File: config.mk
export PLATFORM = sky130hd
export DESIGN_NAME = mem_bank_arbiter
export DESIGN_NICKNAME = d
export VERILOG_FILES = /design/src/rtl/mem_bank_arbiter.sv
export SDC_FILE = /design/constraint.sdc
export NUM_CORES = 1
export LEC_CHECK = 0
export ABC_AREA = 1
export CAP_MARGIN = 30
export CORE_ASPECT_RATIO = 0.7
export CORE_MARGIN = 2
export CORE_UTILIZATION = 37
export DETAILED_ROUTE_END_ITERATION = 10
export PLACE_DENSITY = 0.81
export SYNTH_ARGS = -nofsm -noshare
export SYNTH_HDL_FRONTEND = slang
export SYNTH_SLANG_ARGS = --single-unit
File: constraint.sdc
create_clock -name Clk -period 1.86 [get_ports Clk]
set_input_delay 0.186 -clock Clk [delete_from_list [all_inputs] [get_ports Clk]]
set_output_delay 0.186 -clock Clk [all_outputs]
set_load 0.01 [all_outputs]
File: src/rtl/mem_bank_arbiter.sv
// Two-lane round-robin arbiter with bounded lock bursts in front of one data-memory bank.
// Optional grant statistics are built when ARB_STATS_EN is defined.
module mem_bank_arbiter #(
    parameter int ADDR_W    = 8,
    parameter int DATA_W    = 8,
    parameter int MAX_BURST = 4,
    parameter int CNT_W     = 2
) (
    input  logic              Clk,
    input  logic              Rst_n,
    input  logic              Req0,
    input  logic              Req1,
    input  logic              We0,
    input  logic              We1,
    input  logic              Lock0,
    input  logic              Lock1,
    input  logic [ADDR_W-1:0] Addr0,
    input  logic [ADDR_W-1:0] Addr1,
    input  logic [DATA_W-1:0] WrData0,
    input  logic [DATA_W-1:0] WrData1,
    output logic              Gnt0,
    output logic              Gnt1,
    output logic [DATA_W-1:0] RdData0,
    output logic [DATA_W-1:0] RdData1,
    output logic              RdValid0,
    output logic              RdValid1,
    output logic [ADDR_W-1:0] MemAddress,
    output logic [DATA_W-1:0] MemWriteData,
    output logic              MemWrite,
    output logic              MemRead,
    input  logic [DATA_W-1:0] MemReadData
`ifdef ARB_STATS_EN
    ,
    input  logic              StatsClr,
    output logic [15:0]       GntCount0,
    output logic [15:0]       GntCount1
`endif
);

    localparam logic [1:0] ST_IDLE = 2'd0;
    localparam logic [1:0] ST_OWN0 = 2'd1;
    localparam logic [1:0] ST_OWN1 = 2'd2;

    // Last counter value that may still extend a locked burst by one grant.
    localparam logic [CNT_W-1:0] BURST_LAST = CNT_W'(MAX_BURST - 1);

    logic [1:0]        state_r;
    logic [1:0]        state_s;
    logic              last_r;
    logic              last_s;
    logic [CNT_W-1:0]  cnt_r;
    logic [CNT_W-1:0]  cnt_s;
    logic              rd0_s;
    logic              rd1_s;
    logic              rd_valid0_r;
    logic              rd_valid1_r;
    logic [DATA_W-1:0] rd_data0_r;
    logic [DATA_W-1:0] rd_data1_r;

    // Next-state, burst counter and round-robin pointer.
    always_comb begin
        state_s = state_r;
        cnt_s   = cnt_r;
        case (state_r)
            ST_IDLE: begin
                cnt_s = {CNT_W{1'b0}};
                if (Req0 && Req1) begin
                    state_s = last_r ? ST_OWN0 : ST_OWN1;
                end else if (Req0) begin
                    state_s = ST_OWN0;
                end else if (Req1) begin
                    state_s = ST_OWN1;
                end else begin
                    state_s = ST_IDLE;
                end
            end
            ST_OWN0: begin
                if (Req0 && Lock0 && (cnt_r < BURST_LAST)) begin
                    state_s = ST_OWN0;
                    cnt_s   = cnt_r + CNT_W'(1);
                end else if (Req1) begin
                    state_s = ST_OWN1;
                    cnt_s   = {CNT_W{1'b0}};
                end else if (Req0) begin
                    state_s = ST_OWN0;
                    cnt_s   = {CNT_W{1'b0}};
                end else begin
                    state_s = ST_IDLE;
                    cnt_s   = {CNT_W{1'b0}};
                end
            end
            ST_OWN1: begin
                if (Req1 && Lock1 && (cnt_r < BURST_LAST)) begin
                    state_s = ST_OWN1;
                    cnt_s   = cnt_r + CNT_W'(1);
                end else if (Req0) begin
                    state_s = ST_OWN0;
                    cnt_s   = {CNT_W{1'b0}};
                end else if (Req1) begin
                    state_s = ST_OWN1;
                    cnt_s   = {CNT_W{1'b0}};
                end else begin
                    state_s = ST_IDLE;
                    cnt_s   = {CNT_W{1'b0}};
                end
            end
            default: begin
                state_s = ST_IDLE;
                cnt_s   = {CNT_W{1'b0}};
            end
        endcase
        if (state_s == ST_OWN0) begin
            last_s = 1'b0;
        end else if (state_s == ST_OWN1) begin
            last_s = 1'b1;
        end else begin
            last_s = last_r;
        end
    end

    // Arbiter state registers.
    always_ff @(posedge Clk or negedge Rst_n) begin
        if (!Rst_n) begin
            state_r <= ST_IDLE;
            last_r  <= 1'b1;
            cnt_r   <= {CNT_W{1'b0}};
        end else begin
            state_r <= state_s;
            last_r  <= last_s;
            cnt_r   <= cnt_s;
        end
    end

    assign Gnt0 = (state_r == ST_OWN0);
    assign Gnt1 = (state_r == ST_OWN1);

    // Bank drive from the granted lane; strobes are also gated by reset.
    always_comb begin
        MemAddress   = {ADDR_W{1'b0}};
        MemWriteData = {DATA_W{1'b0}};
        MemWrite     = 1'b0;
        MemRead      = 1'b0;
        case (state_r)
            ST_OWN0: begin
                MemAddress   = Addr0;
                MemWriteData = WrData0;
                MemWrite     = Rst_n & Req0 & We0;
                MemRead      = Rst_n & Req0 & ~We0;
            end
            ST_OWN1: begin
                MemAddress   = Addr1;
                MemWriteData = WrData1;
                MemWrite     = Rst_n & Req1 & We1;
                MemRead      = Rst_n & Req1 & ~We1;
            end
            default: begin
                MemAddress   = {ADDR_W{1'b0}};
                MemWriteData = {DATA_W{1'b0}};
                MemWrite     = 1'b0;
                MemRead      = 1'b0;
            end
        endcase
    end

    assign rd0_s = MemRead & Gnt0;
    assign rd1_s = MemRead & Gnt1;

    // Read-data capture; data holds until the lane's next read.
    always_ff @(posedge Clk or negedge Rst_n) begin
        if (!Rst_n) begin
            rd_valid0_r <= 1'b0;
            rd_valid1_r <= 1'b0;
            rd_data0_r  <= {DATA_W{1'b0}};
            rd_data1_r  <= {DATA_W{1'b0}};
        end else begin
            rd_valid0_r <= rd0_s;
            rd_valid1_r <= rd1_s;
            if (rd0_s) begin
                rd_data0_r <= MemReadData;
            end
            if (rd1_s) begin
                rd_data1_r <= MemReadData;
            end
        end
    end

    assign RdValid0 = rd_valid0_r;
    assign RdValid1 = rd_valid1_r;
    assign RdData0  = rd_data0_r;
    assign RdData1  = rd_data1_r;

`ifdef ARB_STATS_EN
    logic [15:0] gnt_cnt0_r;
    logic [15:0] gnt_cnt1_r;

    // Saturating grant counters; clear has priority over counting.
    always_ff @(posedge Clk or negedge Rst_n) begin
        if (!Rst_n) begin
            gnt_cnt0_r <= 16'h0000;
            gnt_cnt1_r <= 16'h0000;
        end else if (StatsClr) begin
            gnt_cnt0_r <= 16'h0000;
            gnt_cnt1_r <= 16'h0000;
        end else begin
            if (Gnt0 && Req0 && (gnt_cnt0_r != 16'hFFFF)) begin
                gnt_cnt0_r <= gnt_cnt0_r + 16'h0001;
            end
            if (Gnt1 && Req1 && (gnt_cnt1_r != 16'hFFFF)) begin
                gnt_cnt1_r <= gnt_cnt1_r + 16'h0001;
            end
        end
    end

    assign GntCount0 = gnt_cnt0_r;
    assign GntCount1 = gnt_cnt1_r;
`endif

endmodule

# Word-level counts from Yosys, hierarchy flattened
# Index checks and enable logic that the tools add are counted.
[op_classes]
addsub = 1
n_mux = 18
bitwise = 10
order_cmp = 1
reduce_logical = 7
eq_ne = 4
[op_table]
columns = ["operator", "n"]
rows = [
  ["8-bit case mux with 2 select lines", 2],
  ["2-bit 2-to-1 mux", 9],
  ["1-bit bitwise AND", 8],
  ["2-bit case mux with 3 select lines", 1],
  ["1-bit logical AND", 5],
  ["2-bit by 1-bit equality test with 1-bit output, second input constant", 2],
  ["2-bit equality test, second input constant", 2],
  ["1-bit case mux with 2 select lines", 2],
  ["2-bit case mux with 2 select lines", 1],
  ["1-bit 2-to-1 mux", 3],
  ["2-bit by 1-bit adder with 2-bit output, second input constant", 1],
  ["2-bit zero test", 1],
  ["2-bit less-than comparator, second input constant", 1],
  ["1-bit inverter", 2],
  ["2-bit nonzero test", 1],
]
[totals]
input_bits = 48
elab_cells = 48
out_inout_bits = 38
regBits = 23

# Logic depth before layout (Yosys ltp)
[depth]
ltp_word = 7
ltp_mapped = 10
mapped_depth_nobuf = 10

# Worst setup path after synthesis
# Ideal clock, no wire load.
[synth_timing]
path_kind = "register to register"
from = "reg state_r[1]"
to = "reg last_r"
required_ns = 1.781
n_path_buf = 1
setup_slack_ns = 0.234
t_arrival_ns = 1.547
setup_ns = 0.079
period_less_slack_ns = 1.626
stages_incl_launch_ff = 10
cell_sequence = "dfrtp_1 -> inv_1 -> ha_1 -> buf_4 -> inv_1 -> a21oi_1 -> nor2_1 -> nor2_1 -> ha_1 -> o21ai_0"
[synth_via]
elab_chain_cells = 4
word_cells_on_any_way = 8
classes_between = "eq/ne: 4; mux: 2; reduce/logical: 2"
[synth_lines]
columns = ["item", "line_no", "rtl"]
rows = [
  ["start, declared", "47", "logic [1:0] state_r;"],
  ["start signal, assigned", "128", "state_r <= state_s;"],
  ["2-bit by 1-bit equality test with 1-bit output *", "n/a", ""],
  ["via Gnt0", "21", "output logic Gnt0,"],
  ["2-bit case mux with 3 select lines *", "64", "case (state_r)"],
  ["via state_s[0]", "48", "logic [1:0] state_s;"],
  ["2-bit by 1-bit equality test with 1-bit output / 2-bit equality test (equally long branches)", "112, 114", ""],
  ["1-bit 2-to-1 mux / 2-bit nonzero test (equally long branches)", "n/a", ""],
  ["end signal, assigned", "129", "last_r <= last_s;"],
  ["end, declared", "49", "logic last_r;"],
]
# The timed path passes the listed nets; every way through them passes the cells marked *.
# A chain may end at the register's enable or synchronous reset.

# Worst setup path after layout
[layout_timing]
from = "reg state_r[0]"
to = "out MemWrite"
[layout_via]
elab_chain_cells = 2
word_cells_on_any_way = 3
classes_between = "eq/ne: 2; mux: 1"
[layout_lines]
columns = ["item", "line_no", "rtl"]
rows = [
  ["2-bit equality test / 2-bit by 1-bit equality test with 1-bit output (equally long branches)", "143", "case (state_r)"],
  ["1-bit case mux with 2 select lines *", "143", ""],
  ["end, declared", "29", "output logic MemWrite,"],
]
# Every way passes the cells marked *; elsewhere a longest branch is shown, timed or not.

==> impl_metrics.csv <==
group,metric,value,unit
die,pin_count,86,
sta,fin_worst_skew,1.96,ps
setup_path,end_kind,"primary output",
detailed_routing,post_drt_wl_per_cell,12.9,um
setup_path,critPathLaunchType,"register",
synth,synth.area.top_cells,"dfrtp_1 (40%), nand2_1 (21%), nand4_1 (8.7%), a21oi_1 (6.9%), ha_1 (5.5%)",
layout,fin_nets,337,
die,dieArea,4210,sq um
cts,hold_buffers,0,
sta,finalSetupTns,0,ps
synth,syn_area_per_cell,7.45,sq um
sta,setup_viol,0,
sta,fin_crit,1760,ps
sta,hold_viol,0,
global_route,use_met1,25.8,%
setup_path,max_stage_delay,410,ps
synth,ys_ff_latch,23,
synth,synth-seq-area-share,42.1,%
detailed_routing,drt-total-wl,4280,um
placed_design,hpwl,3400,um
synth,synth_cell_types,20,
die,initial_core_util,38.7,%
synth,syn_area,1370,sq um
cts,cts_tree,"yes",
global_route,grt_pass1_wl,6970,um
synth,synth_top_area_share,40.2,%
setup_path,r2r_slack,180,ps
cts,clock-root-buffer,"clkbuf_8",
sta,rsz0062_at_grt,"false",
die,die_h,54.9,um
detailed_routing,vias,1610,
sta,worst_slack,98.1,ps
sta,worst_pin_slew,287,ps
placed_design,portBuffers,85,
min_path,worstHoldPathType,"input port to async pin",
global_route,grt_util_all_layers,21.2,%
cts,cts.sinks,23,
setup_path,critPathKind,"register to primary output",
power_and_ir_drop,max-vdd-ir-drop,0.701,mV
detailed_routing,drc,0,
global_route,grt_max_degree,20,
synth,synth_area_leader_cell,"dfrtp_1",
synth,yosys_warnings,0,
global_route,busiest_layer,"met2",
layout,fillers,335,
sta,fmax,0.568,GHz
layout,drive_gt1_share,17.7,%
setup_path,crit_required,1670,ps
setup_path,cp_slowest_cell,"dfrtp_1",
status,outcome,"finished, final reports clean",
setup_path,cp_cell_sequence,"inv_2, ha_4, clkinv_2, a21oi_1, dlygate4sd2_1",
power_and_ir_drop,p_leak,0.00120,uW
cts,cts_max_level,1,
cts,clk_path_buf_depth,2,
die,core_area,3540,sq um
layout,n_antenna_cell,0,
detailed_routing,dr.pass1.iters,4,
power_and_ir_drop,powerDensity,1290,nW/um^2
global_route,grt_use_met2,36.5,%
synth,synthCells,184,
layout,utilization,68.6,%
global_route,antenna_found_initial,0,
sta,relSlewSlack,80.8,%
global_route,overflow,0,
placed_design,dp_slack,-90.9,ps
setup_path,path_max_fanout,3,
global_route,grt.met3_usage,8.12,%
die,die_width,76.7,um
cts,cts_buffers,3,
cts,clkTransAtPathRegs,80,ps
global_route,grt_pass1_vias,1529,
placed_design,gp_congestion,0.886,
job,max-cap-violations,0,
layout,area_delta_synth_final,77.2,%
synth,syn_nets,238,
detailed_routing,initialDrtViolationCount,91,
die,num_rows,18,
setup_path,worstPathArrival,1580,ps
cts,clock_latency,260,ps
sta,maxSlewViolCount,0,
sta,finalCritPeriodShare,94.7,%
detailed_routing,ant_nets,0,
detailed_routing,vias_per_cell,4.85,
layer usage:
layer | up-vias | part of all wire [%]
met1 | 726 | 43
met4 | 0 | 0.63
met5 | - | 0
met2 | 75 | 47
li1 | 805 | -
met3 | 4 | 10
worst paths after layout:
check	startpoint	end	cells after the start
worst min register to register	cnt_r[0]	cnt_r[0]	1
min in group Clk	cnt_r[0]	cnt_r[0]	1
worst max register to register	state_r[0]	last_r	10
worst max-delay path	state_r[0]	MemWrite	5
worst min-delay path	Rst_n	RdData1[6]	2
max in group asynchronous	Rst_n	RdValid0	2
cells in the mapped netlist:
cell type,instances
a21boi_0,1
a21oi_1,19
buf_1,1
buf_2,5
buf_4,2
buf_6,1
clkbuf_4,1
clkinv_1,1
dfrtp_1,22
dfstp_2,1
ha_1,6
inv_1,13
nand2_1,76
nand2_4,1
nand3_1,4
nand3_2,2
nand4_1,19
nand4_2,1
nor2_1,6
o21ai_0,2
per-stage QoR:
step,hold slack (ps),instances,total power (uW),area [sq um]
4_1_cts,398,331,3150,2470
6_report,409,332,3140,2430
5_1_grt,423,332,3380,2430
3_3_place_gp,427,325,2580,2370
3_5_place_dp,436,325,2610,2370
2_1_floorplan,-110,184,1650,1370
cells in the final DEF, fill, tap and decap left out, types with 2 or more instances in the layout:
cell,n
clkbuf_2,10
nand2_1,76
inv_2,2
ha_4,3
buf_4,14
nor2_1,6
dlymetal6s2s_1,2
inv_1,11
buf_2,7
ha_1,3
buf_12,2
clkdlybuf4s50_1,65
nand3_1,4
clkbuf_8,3
nand4_1,19
a21oi_1,19
nand3_2,2
dfrtp_1,22
flip-flops by register name (all words and copies together) (netlist names):
name      count
RdData0       8
RdData1       8
RdValid0      1
RdValid1      1
cnt_r         2
last_r        1
state_r       2
kinds of logic after synthesis:
kind of cell               after synthesis  share of synthesized area, %
and+or+nand+nor                        109                          35.8
buffers and inverters                   24                          8.40
DFF                                     23                          42.1
AOI/OAI and AO/OA                       22                          8.22
adders and majority gates                6                          5.48
cell type report:
class | instances | area, sq um | area share, %
clock buffers | 4 | 45.0 | 1.86
multi-input cells | 137 | 716 | 29.5
well taps | 50 | 62.6 | 2.58
flip-flops and latches | 23 | 577 | 23.8
repair buffers | 104 | 973 | 40.1
inverters | 14 | 53.8 | 2.22
where the power goes:
| group | switching (uW) | internal (uW) | total (uW) |
|---|---|---|---|
| clock network | 149 | 153 | 302 |
| registers | 80.4 | 643 | 723 |
| logic | 1020 | 1090 | 2110 |
timing repair:
| action | 4_1_cts | 5_1_grt |
|---|---|---|
| gates resized for setup | 49 | 25 |
| cloned | 1 | 0 |
| setup endpoints to repair | 20 | 15 |
| pin swaps | 0 | 1 |
| setup buffers | 1 | 1 |
critical path: cells and delay by family (launching register included):
family                     cells  cell delay (ps)
DFF                            1              410
buffers and inverters          3              480
adders and majority gates      1              300
AOI/OAI and AO/OA              1              130
No activity file was read; power rests on OpenSTA's default activity.
==> variant (same settings) <==
Set the parameter `CNT_W` to 3 (it was 2).
--- a/src/rtl/mem_bank_arbiter.sv
+++ b/src/rtl/mem_bank_arbiter.sv
@@ -6,3 +6,3 @@
     parameter int MAX_BURST = 4,
-    parameter int CNT_W     = 2
+    parameter int CNT_W     = 3
 ) (
Formal check against the unedited RTL: no difference found for any inputs over 10 cycles, from zero or initial values and one cycle with Rst_n low; that may be too few to reach the edited logic, so the function may still have changed.
==> variant against the original RTL <==
Synthesized area increased by 2.9%; sequential cell count increased by 1; largest cell class unchanged; global-route usage increased by 0.40 points; worst setup slack improved by 0.0098 ns; count of clock-buffer cells in the layout decreased by 1; power increased by 1.8%; sequential power about the same; wire length increased by 5.9%; highest routed layer unchanged; final area increased by 2.6%.
==> variant: results (changes against the original RTL) <==
| Metric | Value |
|---|---|
| Status | `finished clean` |
| Post-synthesis mux area share | `0 (unchanged)` |
| GP Congestion | `0.832 (-6.0%)` |
| Post-synth cell types | `18 (-10%)` |
| Vias per cell | `5.09 (+4.9%)` |
| Synth Net Count | `245 (+2.9%)` |
| Area after DPL | `0.00240 mm^2 (+1.6%)` |
| First-pass GRT wire length | `7.43 mm (+6.6%)` |
| Worst-case hold slack | `0.378 ns (-0.0300 ns)` |
| Mapped Cells | `191 (+3.8%)` |
| Worst-margin pin slew | `0.274 ns (-0.0131 ns)` |
| Number of H-tree levels | `1 (unchanged)` |
| Final wirelength | `4.53 mm (+5.9%)` |
| P_sw | `1.25 mW (-0.58%)` |
| Worst Clk Skew | `0.00110 ns (-0.000864 ns)` |
| Critical path peak fanout | `3 (unchanged)` |
| Register area share after synthesis | `0.427 (+0.00579)` |
| Lkg Pwr | `1.21 nW (+0.76%)` |
| Post-Synth XOR/XNOR Area | `0.00621 (+0.00621)` |
| Fraction of layout cells with a size suffix above 1 | `0.171 (-0.00598)` |
| Path depth of the worst reg2reg path | `9 (-1)` |
| Adder-cell area share of the yosys netlist | `0.0532 (-0.00156)` |
| Vias in the first global route | `1692 (+11%)` |
| Pre-CTS WS | `-0.0928 ns (-0.00187 ns)` |
| Gates resized, CTS repair | `36 (-27%)` |
| Post-synth top cells | `nand2_1 (78), dfrtp_1 (23), a21oi_1 (20), nand4_1 (20), inv_1 (13)` |
| Final Worst Setup Slack | `0.108 ns (+0.00977 ns)` |
| Worst R2R Start | `state_r[1]` |
| Final std cells w/o fill | `336 (+1.2%)` |
| Top post-synthesis cells by area | `dfrtp_1 (41%), nand2_1 (21%), nand4_1 (8.9%), a21oi_1 (7.1%), ha_1 (5.3%)` |
| Total Routing Usage GR | `0.216 (+0.00401)` |
| # fillers | `290 (-13%)` |
| Drt initial violations | `100 (+9.9%)` |
| Synth Area in Compound Gates | `0.0932 (+0.0110)` |
| Seq pwr | `724 uW (about the same)` |
| Placed insts | `330 (+1.5%)` |
| Drt first pass iters | `4 (unchanged)` |
| Worst vdd ir | `0.655 mV (-6.4%)` |
## variant: cell types whose count changed after synthesis, moves of 2 or more
cell,delta
clkbuf_1,+3
nand3_1,-2
nand2_1,+2
buf_1,+2
buf_4,-2
buf_2,-2
nor2_1,+3
## variant: routing by layer
layer,up-vias,track usage,wire length (um)
met4,0,0.0485,48
li1,816,-,-
met2,111,0.374,2140
met3,6,0.0877,521
met1,777,0.252,1820
met5,-,0,0
## variant: cell type report
type | count | area, um^2 | share of cell area
Timing Repair Buffer | 101 | 951 | 0.382
Inverter | 14 | 52.6 | 0.0211
Tap cell | 50 | 62.6 | 0.0251
Multi-Input combinational cell | 143 | 752 | 0.302
Clock inverter | 1 | 30.0 | 0.0121
Clock buffer | 3 | 41.3 | 0.0166
Sequential cell | 24 | 602 | 0.242
## variant: worst max-delay path: stages, from the launching register on
cell           delay, ns
dfrtp_1             0.37
inv_2               0.07
ha_4                0.30
clkinv_1            0.10
a21oi_1             0.16
dlygate4sd2_1       0.31
